<file path="src/rtl/lsu_mem_stage_pkg.sv">
`default_nettype none
// ============================================================================
// Module   : lsu_mem_stage_pkg
// Brief    : Shared encodings, op record and alignment helpers for the LSU.
// Revision : 1.0
// ============================================================================
package lsu_mem_stage_pkg;

    localparam int DATA_WIDTH = 32;

    localparam logic [1:0] LSU_SIZE_B = 2'b00;
    localparam logic [1:0] LSU_SIZE_H = 2'b01;
    localparam logic [1:0] LSU_SIZE_W = 2'b10;

    localparam logic [1:0] LSU_ST_IDLE = 2'd0;
    localparam logic [1:0] LSU_ST_REQ  = 2'd1;
    localparam logic [1:0] LSU_ST_RSP  = 2'd2;
    localparam logic [1:0] LSU_ST_DONE = 2'd3;

    typedef struct packed {
        logic       we;
        logic [1:0] size;
        logic       is_unsigned;
    } lsu_op_t;

    // Size code 2'b11 behaves exactly like a word access.
    function automatic logic lsu_misaligned(input logic [1:0] size, input logic [1:0] off);
        case (size)
            LSU_SIZE_B: return 1'b0;
            LSU_SIZE_H: return off[0];
            default:    return |off;
        endcase
    endfunction

    function automatic logic [1:0] lsu_align_offset(input logic [1:0] size, input logic [1:0] off);
        case (size)
            LSU_SIZE_B: return off;
            LSU_SIZE_H: return {off[1], 1'b0};
            default:    return 2'b00;
        endcase
    endfunction

endpackage
`default_nettype wire

</file>
<file path="src/rtl/lsu_mem_stage_if.sv">
`default_nettype none
// ============================================================================
// Module   : lsu_mem_stage_if
// Brief    : EX request, memory bus and writeback signals of the LSU.
// Revision : 1.0
// ============================================================================
interface lsu_mem_stage_if #(
    parameter int ADDR_WIDTH = 32,
    parameter int RD_WIDTH   = 5
);
    logic                  req_valid;
    logic                  req_ready;
    logic                  req_we;
    logic [1:0]            req_size;
    logic                  req_unsigned;
    logic [ADDR_WIDTH-1:0] req_addr;
    logic [31:0]           req_wdata;
    logic [RD_WIDTH-1:0]   req_rd;

    logic                  bus_req_valid;
    logic                  bus_req_ready;
    logic [ADDR_WIDTH-1:0] bus_addr;
    logic                  bus_we;
    logic [3:0]            bus_wstrb;
    logic [31:0]           bus_wdata;
    logic                  bus_rsp_valid;
    logic [31:0]           bus_rdata;

    logic                  wb_valid;
    logic [RD_WIDTH-1:0]   wb_rd;
    logic [31:0]           wb_data;
    logic                  wb_excp;

    // Environment side: EX stage, memory model and writeback consumer.
    modport master (
        output req_valid, req_we, req_size, req_unsigned, req_addr, req_wdata, req_rd,
        output bus_req_ready, bus_rsp_valid, bus_rdata,
        input  req_ready, bus_req_valid, bus_addr, bus_we, bus_wstrb, bus_wdata,
        input  wb_valid, wb_rd, wb_data, wb_excp
    );

    modport slave (
        input  req_valid, req_we, req_size, req_unsigned, req_addr, req_wdata, req_rd,
        input  bus_req_ready, bus_rsp_valid, bus_rdata,
        output req_ready, bus_req_valid, bus_addr, bus_we, bus_wstrb, bus_wdata,
        output wb_valid, wb_rd, wb_data, wb_excp
    );
endinterface
`default_nettype wire

</file>
<file path="src/rtl/lsu_mem_stage_align.sv">
`default_nettype none
// ============================================================================
// Module   : lsu_mem_stage_align
// Brief    : Store lane steering/strobes and load extract/extend (combinational).
// Revision : 1.0
// ============================================================================
module lsu_mem_stage_align
    import lsu_mem_stage_pkg::*;
(
    input  wire logic [1:0]  i_size,
    input  wire logic [1:0]  i_offset,
    input  wire logic        i_unsigned,
    input  wire logic [31:0] i_st_data,
    input  wire logic [31:0] i_ld_word,
    output logic      [3:0]  o_wstrb,
    output logic      [31:0] o_wdata,
    output logic      [31:0] o_ld_data
);
    logic [31:0] w_shifted;

    always_comb begin
        w_shifted = i_ld_word >> {i_offset, 3'b000};
        o_wstrb   = 4'b1111;
        o_wdata   = i_st_data;
        o_ld_data = w_shifted;
        case (i_size)
            LSU_SIZE_B: begin
                o_wstrb   = 4'b0001 << i_offset;
                o_wdata   = {4{i_st_data[7:0]}};
                o_ld_data = i_unsigned ? {24'd0, w_shifted[7:0]}
                                       : {{24{w_shifted[7]}}, w_shifted[7:0]};
            end
            LSU_SIZE_H: begin
                o_wstrb   = 4'b0011 << {i_offset[1], 1'b0};
                o_wdata   = {2{i_st_data[15:0]}};
                o_ld_data = i_unsigned ? {16'd0, w_shifted[15:0]}
                                       : {{16{w_shifted[15]}}, w_shifted[15:0]};
            end
            default: begin
                o_wstrb   = 4'b1111;
                o_wdata   = i_st_data;
                o_ld_data = w_shifted;
            end
        endcase
    end
endmodule
`default_nettype wire

</file>
<file path="src/rtl/lsu_mem_stage.sv">
`default_nettype none
// ============================================================================
// Module   : lsu_mem_stage
// Brief    : Single-outstanding load/store unit between EX and writeback.
//            Build option LSU_MISALIGN_EXC_EN: trap misaligned ops instead of
//            silently aligning them.
// Revision : 1.0
// ============================================================================
module lsu_mem_stage
    import lsu_mem_stage_pkg::*;
#(
    parameter int ADDR_WIDTH = DATA_WIDTH,
    parameter int RD_WIDTH   = 5
) (
    input  wire            clk,
    input  wire            rst,
    lsu_mem_stage_if.slave bus
);
    logic [1:0]            r_state;
    lsu_op_t               r_op;
    logic [ADDR_WIDTH-1:0] r_addr;
    logic [DATA_WIDTH-1:0] r_wdata;
    logic [RD_WIDTH-1:0]   r_rd;
    logic [RD_WIDTH-1:0]   r_wb_rd;
    logic [DATA_WIDTH-1:0] r_wb_data;

    logic                  w_misal;
    logic                  w_to_done;
    logic [ADDR_WIDTH-1:0] w_cap_addr;
    logic [3:0]            w_wstrb;
    logic [DATA_WIDTH-1:0] w_wdata;
    logic [DATA_WIDTH-1:0] w_ld_data;

`ifdef LSU_MISALIGN_EXC_EN
    assign w_misal    = lsu_misaligned(bus.req_size, bus.req_addr[1:0]);
    assign w_cap_addr = bus.req_addr;
`else
    // Without the trap the low address bits are simply forced to alignment.
    assign w_misal    = 1'b0;
    assign w_cap_addr = {bus.req_addr[ADDR_WIDTH-1:2],
                         lsu_align_offset(bus.req_size, bus.req_addr[1:0])};
`endif

    assign w_to_done = ((r_state == LSU_ST_IDLE) && bus.req_valid && w_misal) ||
                       ((r_state == LSU_ST_REQ)  && bus.bus_req_ready && r_op.we) ||
                       ((r_state == LSU_ST_RSP)  && bus.bus_rsp_valid);

    always_ff @(posedge clk or posedge rst) begin
        if (rst) begin
            r_state   <= LSU_ST_IDLE;
            r_op      <= '0;
            r_addr    <= '0;
            r_wdata   <= '0;
            r_rd      <= '0;
            r_wb_rd   <= '0;
            r_wb_data <= '0;
        end else begin
            case (r_state)
                LSU_ST_IDLE: begin
                    if (bus.req_valid) begin
                        r_op.we          <= bus.req_we;
                        r_op.size        <= bus.req_size;
                        r_op.is_unsigned <= bus.req_unsigned;
                        r_addr           <= w_cap_addr;
                        r_wdata          <= bus.req_wdata;
                        r_rd             <= bus.req_rd;
                        r_state          <= w_misal ? LSU_ST_DONE : LSU_ST_REQ;
                    end
                end
                LSU_ST_REQ: begin
                    if (bus.bus_req_ready) begin
                        r_state <= r_op.we ? LSU_ST_DONE : LSU_ST_RSP;
                    end
                end
                LSU_ST_RSP: begin
                    if (bus.bus_rsp_valid) begin
                        r_state <= LSU_ST_DONE;
                    end
                end
                LSU_ST_DONE: r_state <= LSU_ST_IDLE;
                default:     r_state <= LSU_ST_IDLE;
            endcase

            // Writeback fields change only on entry to DONE and hold afterwards.
            if (w_to_done) begin
                r_wb_rd <= (r_state == LSU_ST_RSP) ? r_rd : '0;
                if (r_state == LSU_ST_RSP) begin
                    r_wb_data <= w_ld_data;
                end else if (r_state == LSU_ST_IDLE) begin
                    r_wb_data <= DATA_WIDTH'(bus.req_addr);
                end else begin
                    r_wb_data <= '0;
                end
            end
        end
    end

`ifdef LSU_MISALIGN_EXC_EN
    logic r_wb_excp;

    always_ff @(posedge clk or posedge rst) begin
        if (rst) begin
            r_wb_excp <= 1'b0;
        end else if (w_to_done) begin
            r_wb_excp <= (r_state == LSU_ST_IDLE);
        end
    end

    assign bus.wb_excp = r_wb_excp;
`else
    assign bus.wb_excp = 1'b0;
`endif

    lsu_mem_stage_align u_align (
        .i_size     (r_op.size),
        .i_offset   (r_addr[1:0]),
        .i_unsigned (r_op.is_unsigned),
        .i_st_data  (r_wdata),
        .i_ld_word  (bus.bus_rdata),
        .o_wstrb    (w_wstrb),
        .o_wdata    (w_wdata),
        .o_ld_data  (w_ld_data)
    );

    assign bus.req_ready     = (r_state == LSU_ST_IDLE);
    assign bus.bus_req_valid = (r_state == LSU_ST_REQ);
    assign bus.bus_addr      = {r_addr[ADDR_WIDTH-1:2], 2'b00};
    assign bus.bus_we        = r_op.we;
    assign bus.bus_wstrb     = r_op.we ? w_wstrb : 4'b0000;
    assign bus.bus_wdata     = r_op.we ? w_wdata : '0;
    assign bus.wb_valid      = (r_state == LSU_ST_DONE);
    assign bus.wb_rd         = r_wb_rd;
    assign bus.wb_data       = r_wb_data;
endmodule
`default_nettype wire

</file>
<file path="src/flat_wrapper.sv">
// flat-port wrapper written by rule: the top's interface ports become plain ports
module lsu_mem_stage_flat import lsu_mem_stage_pkg::*;
#(
    parameter int ADDR_WIDTH = DATA_WIDTH,
    parameter int RD_WIDTH   = 5
)
  (clk, rst, bus_req_valid, bus_req_we, bus_req_size, bus_req_unsigned, bus_req_addr, bus_req_wdata, bus_req_rd, bus_bus_req_ready, bus_bus_rsp_valid, bus_bus_rdata, bus_req_ready, bus_bus_req_valid, bus_bus_addr, bus_bus_we, bus_bus_wstrb, bus_bus_wdata, bus_wb_valid, bus_wb_rd, bus_wb_data, bus_wb_excp);
  lsu_mem_stage_if #(.ADDR_WIDTH(ADDR_WIDTH), .RD_WIDTH(RD_WIDTH)) bus_i ();
  input  wire clk;
  input  wire rst;
  input wire logic [$bits(bus_i.req_valid)-1:0] bus_req_valid;
  input wire logic [$bits(bus_i.req_we)-1:0] bus_req_we;
  input wire logic [$bits(bus_i.req_size)-1:0] bus_req_size;
  input wire logic [$bits(bus_i.req_unsigned)-1:0] bus_req_unsigned;
  input wire logic [$bits(bus_i.req_addr)-1:0] bus_req_addr;
  input wire logic [$bits(bus_i.req_wdata)-1:0] bus_req_wdata;
  input wire logic [$bits(bus_i.req_rd)-1:0] bus_req_rd;
  input wire logic [$bits(bus_i.bus_req_ready)-1:0] bus_bus_req_ready;
  input wire logic [$bits(bus_i.bus_rsp_valid)-1:0] bus_bus_rsp_valid;
  input wire logic [$bits(bus_i.bus_rdata)-1:0] bus_bus_rdata;
  output wire logic [$bits(bus_i.req_ready)-1:0] bus_req_ready;
  output wire logic [$bits(bus_i.bus_req_valid)-1:0] bus_bus_req_valid;
  output wire logic [$bits(bus_i.bus_addr)-1:0] bus_bus_addr;
  output wire logic [$bits(bus_i.bus_we)-1:0] bus_bus_we;
  output wire logic [$bits(bus_i.bus_wstrb)-1:0] bus_bus_wstrb;
  output wire logic [$bits(bus_i.bus_wdata)-1:0] bus_bus_wdata;
  output wire logic [$bits(bus_i.wb_valid)-1:0] bus_wb_valid;
  output wire logic [$bits(bus_i.wb_rd)-1:0] bus_wb_rd;
  output wire logic [$bits(bus_i.wb_data)-1:0] bus_wb_data;
  output wire logic [$bits(bus_i.wb_excp)-1:0] bus_wb_excp;
  assign bus_i.req_valid = bus_req_valid;
  assign bus_i.req_we = bus_req_we;
  assign bus_i.req_size = bus_req_size;
  assign bus_i.req_unsigned = bus_req_unsigned;
  assign bus_i.req_addr = bus_req_addr;
  assign bus_i.req_wdata = bus_req_wdata;
  assign bus_i.req_rd = bus_req_rd;
  assign bus_i.bus_req_ready = bus_bus_req_ready;
  assign bus_i.bus_rsp_valid = bus_bus_rsp_valid;
  assign bus_i.bus_rdata = bus_bus_rdata;
  assign bus_req_ready = bus_i.req_ready;
  assign bus_bus_req_valid = bus_i.bus_req_valid;
  assign bus_bus_addr = bus_i.bus_addr;
  assign bus_bus_we = bus_i.bus_we;
  assign bus_bus_wstrb = bus_i.bus_wstrb;
  assign bus_bus_wdata = bus_i.bus_wdata;
  assign bus_wb_valid = bus_i.wb_valid;
  assign bus_wb_rd = bus_i.wb_rd;
  assign bus_wb_data = bus_i.wb_data;
  assign bus_wb_excp = bus_i.wb_excp;
  lsu_mem_stage #(.ADDR_WIDTH(ADDR_WIDTH), .RD_WIDTH(RD_WIDTH)) u_core (.clk(clk), .rst(rst), .bus(bus_i));
endmodule
</file>
<file path="config.mk">
export PLATFORM = sky130hd
export DESIGN_NAME = lsu_mem_stage_flat
export DESIGN_NICKNAME = d
export VERILOG_FILES = /design/src/rtl/lsu_mem_stage_pkg.sv /design/src/rtl/lsu_mem_stage_if.sv /design/src/rtl/lsu_mem_stage_align.sv /design/src/rtl/lsu_mem_stage.sv /design/src/flat_wrapper.sv
export SDC_FILE = /design/constraint.sdc
export NUM_CORES = 1
export LEC_CHECK = 0
export CAP_MARGIN = 20
export CORE_MARGIN = 10
export CORE_UTILIZATION = 38
export DETAILED_ROUTE_END_ITERATION = 7
export PLACE_DENSITY = 0.76
export SYNTH_ARGS = -nofsm -noshare
export SYNTH_HDL_FRONTEND = slang
export SYNTH_SLANG_ARGS = --single-unit
</file>
<file path="constraint.sdc">
create_clock -name clk -period 11.1 [get_ports clk]
set_input_delay 1.665 -clock clk [delete_from_list [all_inputs] [get_ports clk]]
set_output_delay 1.665 -clock clk [all_outputs]
set_load 0.02 [all_outputs]
</file>
Word-level counts from Yosys, hierarchy flattened. Cells that the tools add are included.

Output and inout port bits: 110. Memories: 0. Bits in writable memories: 0. Word-level logic and storage cells: 45. Flip-flop bits (word level): 112. Bits of input ports: 110. ROM bits: 0. Latch bits: 0.

Reduce and logical (&&, ||, !) cells: 9. Eq/ne operators: 8. Shifts and indexed selects: 3. Multiplexer cells: 16. Divide/modulo/power cells: 0. Bitwise gates (word level): 0. Magnitude comparators: 0. Add/subtract/negate cells: 0. Multiply operators: 0.

Operator list (number): $mux W32 (5); $pmux W32 S2 (2); $shr A32 B5 Y32 (1); $pmux W2 S4 (1); $pmux W4 S2 (1); $eq A2 B1 Y1 const B (3); $logic_not A2 Y1 (3); $mux W2 (3); $ne A2 B2 Y1 const B (3); $mux W5 (1); $eq A2 B2 Y1 const B (2); $mux W4 (1); $pmux W2 S2 (1); $shl A1 B2 Y4 const A (1); $shl A2 B2 Y4 const A (1); $logic_and A1 B1 Y1 (3); $reduce_and A3 Y1 (1); $reduce_and A2 Y1 (1); $logic_or A1 B1 Y1 (1); $mux W1 (1).

Depth between registers and ports, before layout.
Depth after elaboration: 4. Depth in mapped cells: 8. Depth with buffers taken out: 6.

By module. A second synthesis with hierarchy kept.

Cell total of the unflattened synthesis: 636. Area total of the unflattened synthesis: 6695.2 µm².

By module, submodules not included: lsu_mem_stage (instances 1, cells an instance 452, area each 5390.2 µm², sequential area each 2802.7 µm²); lsu_mem_stage_align (instances 1, cells an instance 184, area each 1305.0 µm², sequential area each 0.0 µm²).

Worst setup path after synthesis. No wires, ideal clock.

Path kind: flip-flop to output port. Start: register u_core.r_op[2] (netlist bit). End: output port bus_bus_wstrb[2]. Setup slack: 7.834 ns. Arrival: 1.601 ns. Stages on the path, launching flop included: 6. Cells stage by stage: dfrtp_1 > clkbuf_1 > buf_1 > clkbuf_1 > a21oi_1 > nor2b_1.

Cells in the longest elaborated chain, start to end: 3. Elaborated cells on any way between the ends: 4. Classes of those cells: 1 x eq/ne; 2 x mux; 1 x reduce/logical.

Ends and longest elaborated chain: start, declared (RTL line lsu_mem_stage.sv:20) `lsu_op_t r_op;`; $eq A2 B1 Y1 / $logic_not A2 Y1 (equally long branches) (RTL line lsu_mem_stage_align.sv:26) `case (i_size)`; $pmux W4 S2 * (RTL line lsu_mem_stage_align.sv:26); $mux W4 * (RTL line lsu_mem_stage.sv:129) `assign bus.bus_wstrb = r_op.we ? w_wstrb : 4'b0000;`; end, declared (RTL line flat_wrapper.sv:25) `output wire logic [$bits(bus_i.bus_wstrb)-1:0] bus_bus_wstrb;`.

Every way passes the cells marked *; elsewhere a longest branch is shown, timed or not.

Final worst setup path.
Start: register u_core.r_op[1] (netlist bit). End: output port bus_bus_wdata[12].

Cells in the longest elaborated chain, start to end: 3. Elaborated cells on any way between the ends: 4. Classes of those cells: 1 x eq/ne; 2 x mux; 1 x reduce/logical.

Ends and longest elaborated chain: $eq A2 B1 Y1 / $logic_not A2 Y1 (equally long branches) (RTL line lsu_mem_stage_align.sv:26); $pmux W32 S2 * (RTL line lsu_mem_stage_align.sv:26); $mux W32 * (RTL line lsu_mem_stage.sv:130) `assign bus.bus_wdata = r_op.we ? w_wdata : '0;`; end, declared (RTL line flat_wrapper.sv:26) `output wire logic [$bits(bus_i.bus_wdata)-1:0] bus_bus_wdata;`.

Marked as above.

==> results.rst <==
.. list-table::
   :header-rows: 1

   * - Metric
     - Value
   * - Maximum single-stage delay on the critical path
     - 650 ps
   * - Fraction of power spent switching nets
     - 0.428
   * - Flop pwr share
     - 0.297
   * - Final core utilization
     - 0.536
   * - Hold path startpoint
     - u_core.bus.wb_rd[4]
   * - Maximum resistive drop on vdd
     - 0.158 mV
   * - Critical path arrival
     - 2570 ps
   * - Post-CTS setup repair buffer count
     - 0
   * - CP Buf/Inv Count
     - 1
   * - Final routed wire length divided by cell count
     - 21.2 um
   * - Outcome
     - complete, no violations
   * - Maximum number of pins on one net before global-route repair
     - 76
   * - Via density per instance
     - 5.20
   * - Number of H-tree branching levels
     - 3
   * - Share of the yosys chip area belonging to registers
     - 0.462
   * - Via count of the first global-routing pass
     - 5189
   * - Chip width
     - 146 um
   * - Total via count in the routed design
     - 4912
   * - CP delay by family, top
     - simple AND/OR/NAND/NOR gates
   * - Total routing usage reported by global routing
     - 0.183
   * - Origin of the critical flop-to-flop path
     - u_core.r_state[0]
   * - Max Clock Skew
     - 9.94 ps
   * - Global route overflow
     - 0
   * - Summed instance area of the synthesized netlist
     - 6060 sq um
   * - Async set-or-reset flop fraction in the synthesized netlist
     - 1.00
   * - Diodes inserted
     - 0
   * - Reported net switching power
     - 1.14 mW
   * - Setup violation total in the final timing report
     - 0
   * - PnR Total Power
     - 2.67 mW
   * - Clk_lat worst skew
     - 350 ps
   * - Clock group share of total power
     - 0.116
   * - Portion of total power attributed to combinational logic
     - 0.587
   * - Max-cap check violation count
     - 0
   * - Cell breakdown of the critical path
     - nor2_1, nand2_1, a21boi_0, clkdlybuf4s50_1
   * - Highest-delay cell along the critical path
     - sky130_fd_sc_hd__dfrtp_1
   * - Number of nets in the final layout
     - 839
   * - Setup TNS
     - 0 ps
   * - Area taken by multi-input logic gates
     - 2830 sq um
   * - Count of routing violations after the opening detailed-route iteration
     - 278
   * - CTS Buf Count
     - 9
   * - Bufs on Longest Clock Path
     - 2
   * - Final worst path period need
     - 4230 ps
   * - CP Launch Point
     - u_core.r_op[1]
   * - TritonCTS clock tree
     - done
   * - Min-Delay Path Class
     - flop to flop
   * - Yosys cell types
     - 39
   * - Mapped Avg Cell Area
     - 10.7 sq um
   * - Number of clock sinks
     - 112
   * - Post-synth EDFFs
     - 0
   * - Fin crit share
     - 0.381
   * - Startpoint type of the worst setup path
     - flop
   * - Leakage
     - 3.41 nW
   * - Clock-pin slew reported for the worst setup and hold paths after clock tree synthesis
     - 70 ps
   * - # resized after CTS
     - 0
   * - Layout overhead on the synthesized area
     - 39.4%
   * - IO buf count
     - 216
   * - Sequential cell area in the final layout
     - 2800 sq um
   * - Most frequent cell after synthesis
     - sky130_fd_sc_hd__dfrtp_1
   * - Internal power consumption
     - 1.53 mW
   * - Leading cell types by total area after synthesis
     - sky130_fd_sc_hd__dfrtp_1 (46%), sky130_fd_sc_hd__mux2_2 (16%), sky130_fd_sc_hd__buf_4 (4.1%)
   * - DRC violations left
     - 0
   * - Detailed-routing iteration count for the pre-antenna-repair pass
     - 5
   * - Critical Path Sink Type
     - output pin
   * - Row count
     - 46
   * - Top cell types by occurrence after synthesis
     - sky130_fd_sc_hd__dfrtp_1 (112), sky130_fd_sc_hd__mux2_2 (87), sky130_fd_sc_hd__nand2_1 (59)
   * - Number of fill cells in the layout
     - 1419
   * - Cell type with the highest aggregate area in the netlist
     - sky130_fd_sc_hd__dfrtp_1
   * - Boundary pin count
     - 220
   * - Slew at the pin closest to its max-slew limit
     - 1070 ps
   * - Worst Setup Path Type
     - flop to output pin
   * - Number of antenna-violating nets in the routed design
     - 0
   * - Initial antenna violation count
     - 0
   * - Worst slew margin
     - 0.289
   * - Placer's final routability congestion estimate
     - 0.864
   * - Final Hold Violating Endpoints
     - 0
   * - Synthesized netlist cell count
     - 564
   * - Fraction of final layout cells sized beyond drive strength 1
     - 0.182
   * - Initial core utilization
     - 0.384
   * - Top_reg_cell synth
     - sky130_fd_sc_hd__dfrtp_1
   * - Root Buffer
     - sky130_fd_sc_hd__clkbuf_16
   * - Share of the synthesized area in the top cell type
     - 0.462
   * - Chip height
     - 146 um
   * - Crit-path max FO
     - 15
   * - Max Clock Freq
     - 236 MHz
   * - Warnings, synthesis
     - 0
   * - Worst setup slack for register-to-register paths
     - 8290 ps
   * - Power density relative to cell area
     - 316 nW/um^2
   * - Floorplan core area
     - 15800 sq um
   * - Dpl hpwl
     - 15100 um
   * - Floorplan die area
     - 21400 sq um
   * - Cts hold-fix bufs
     - 0
   * - Final Max Tran Viols
     - 0
   * - Total detailed-routing wirelength
     - 20100 um
   * - First-pass GRT wire length
     - 31100 um
   * - Required time of the critical path
     - 9440 ps
   * - Setup repair after global routing missed its margin
     - false
   * - #FFs+latches synth
     - 112
==> state kept, by name, summed over array words and instances (netlist names) <==
register            flops
u_core.bus.wb_rd        5
u_core.bus.bus_we       1
u_core.r_wdata         32
u_core.r_addr          32
u_core.r_state          2
u_core.r_op             3
u_core.r_rd             5
u_core.bus.wb_data     32
==> worst paths after layout <==
path	cells after the start	endpoint
max reg2reg	7	u_core.bus.wb_data[10]
min reg2reg	2	u_core.bus.wb_rd[4]
min	2	u_core.bus.wb_rd[4]
max	4	bus_bus_wdata[12]
max in group asynchronous	3	u_core.bus.wb_data[10]
min in group asynchronous	2	u_core.bus.bus_we
==> cell usage in the layout, fill, tap and decap left out, drive strengths merged, types with 2 or more instances in the layout <==
cell and instances:
a21boi 8, ha 5, conb 3, o21a 2, mux2i 19, inv 6, nand2b 4, buf 8
clkinvlp 5, mux2 87, nor2b 13, mux4 7, clkdlybuf4s50 216, nor2 44, and2 17, a22oi 7
a221oi 24, nand2 59, nand3 5, a21oi 36, dfrtp 112, clkbuf 10, o21ai 17
==> through the flow <==
stage          setup slack, ps  hold WS (ps)  std cells  instance area, sq um
2_1_floorplan             6480           470        566                  6070
3_3_place_gp              7210           456        927                  8140
3_5_place_dp              7110           468        927                  8140
4_1_cts                   6840           485        943                  8410
5_1_grt                   6660           494        945                  8450
6_report                  6870           483        945                  8450
==> cell type report <==
type                       count  share of cell area
clock buffer                  10              0.0271
multi-input combinational    371               0.335
inverter                       6             0.00296
timing repair buffer         224               0.266
sequential                   112               0.332
tap                          216              0.0320
clock inverter                 6             0.00548
==> cell families (layout without fill, tap and decap cells) <==
family	after synthesis	after routing	synth area share
compound gates	103	103	0.124
flops	112	112	0.462
other cells	1	3	0.000619
mux	113	113	0.219
simple gates	147	147	0.108
fa+ha+maj	5	5	0.0103
buf+inv	83	246	0.0757
==> per-layer routing <==
layer,part of all wire,vias to the layer above,global-route usage
met5,0,-,0
met4,0.033,0,0.0851
met3,0.049,38,0.0371
met2,0.52,172,0.316
met1,0.40,2439,0.213
li1,-,2263,-
==> power by group through the flow <==
stage / sequential, mW / clock, mW / combinational, mW
after global routing: 0.821 / 0.336 / 1.68
after CTS: 0.802 / 0.317 / 1.56
after floorplan: 0.794 / 0 / 0.975
after detailed placement: 0.808 / 0 / 1.55
after global placement: 0.794 / 0 / 1.52
final: 0.792 / 0.310 / 1.57
==> worst register-to-register path, stage by stage, from the launching register on <==
cell	delay, ps
sky130_fd_sc_hd__dfrtp_1	380
sky130_fd_sc_hd__inv_1	110
sky130_fd_sc_hd__ha_2	190
sky130_fd_sc_hd__buf_4	280
sky130_fd_sc_hd__nor2b_1	250
sky130_fd_sc_hd__a222oi_1	750
sky130_fd_sc_hd__nor2_1	380
sky130_fd_sc_hd__a221oi_1	390
No activity file was read; power rests on OpenSTA's default activity.
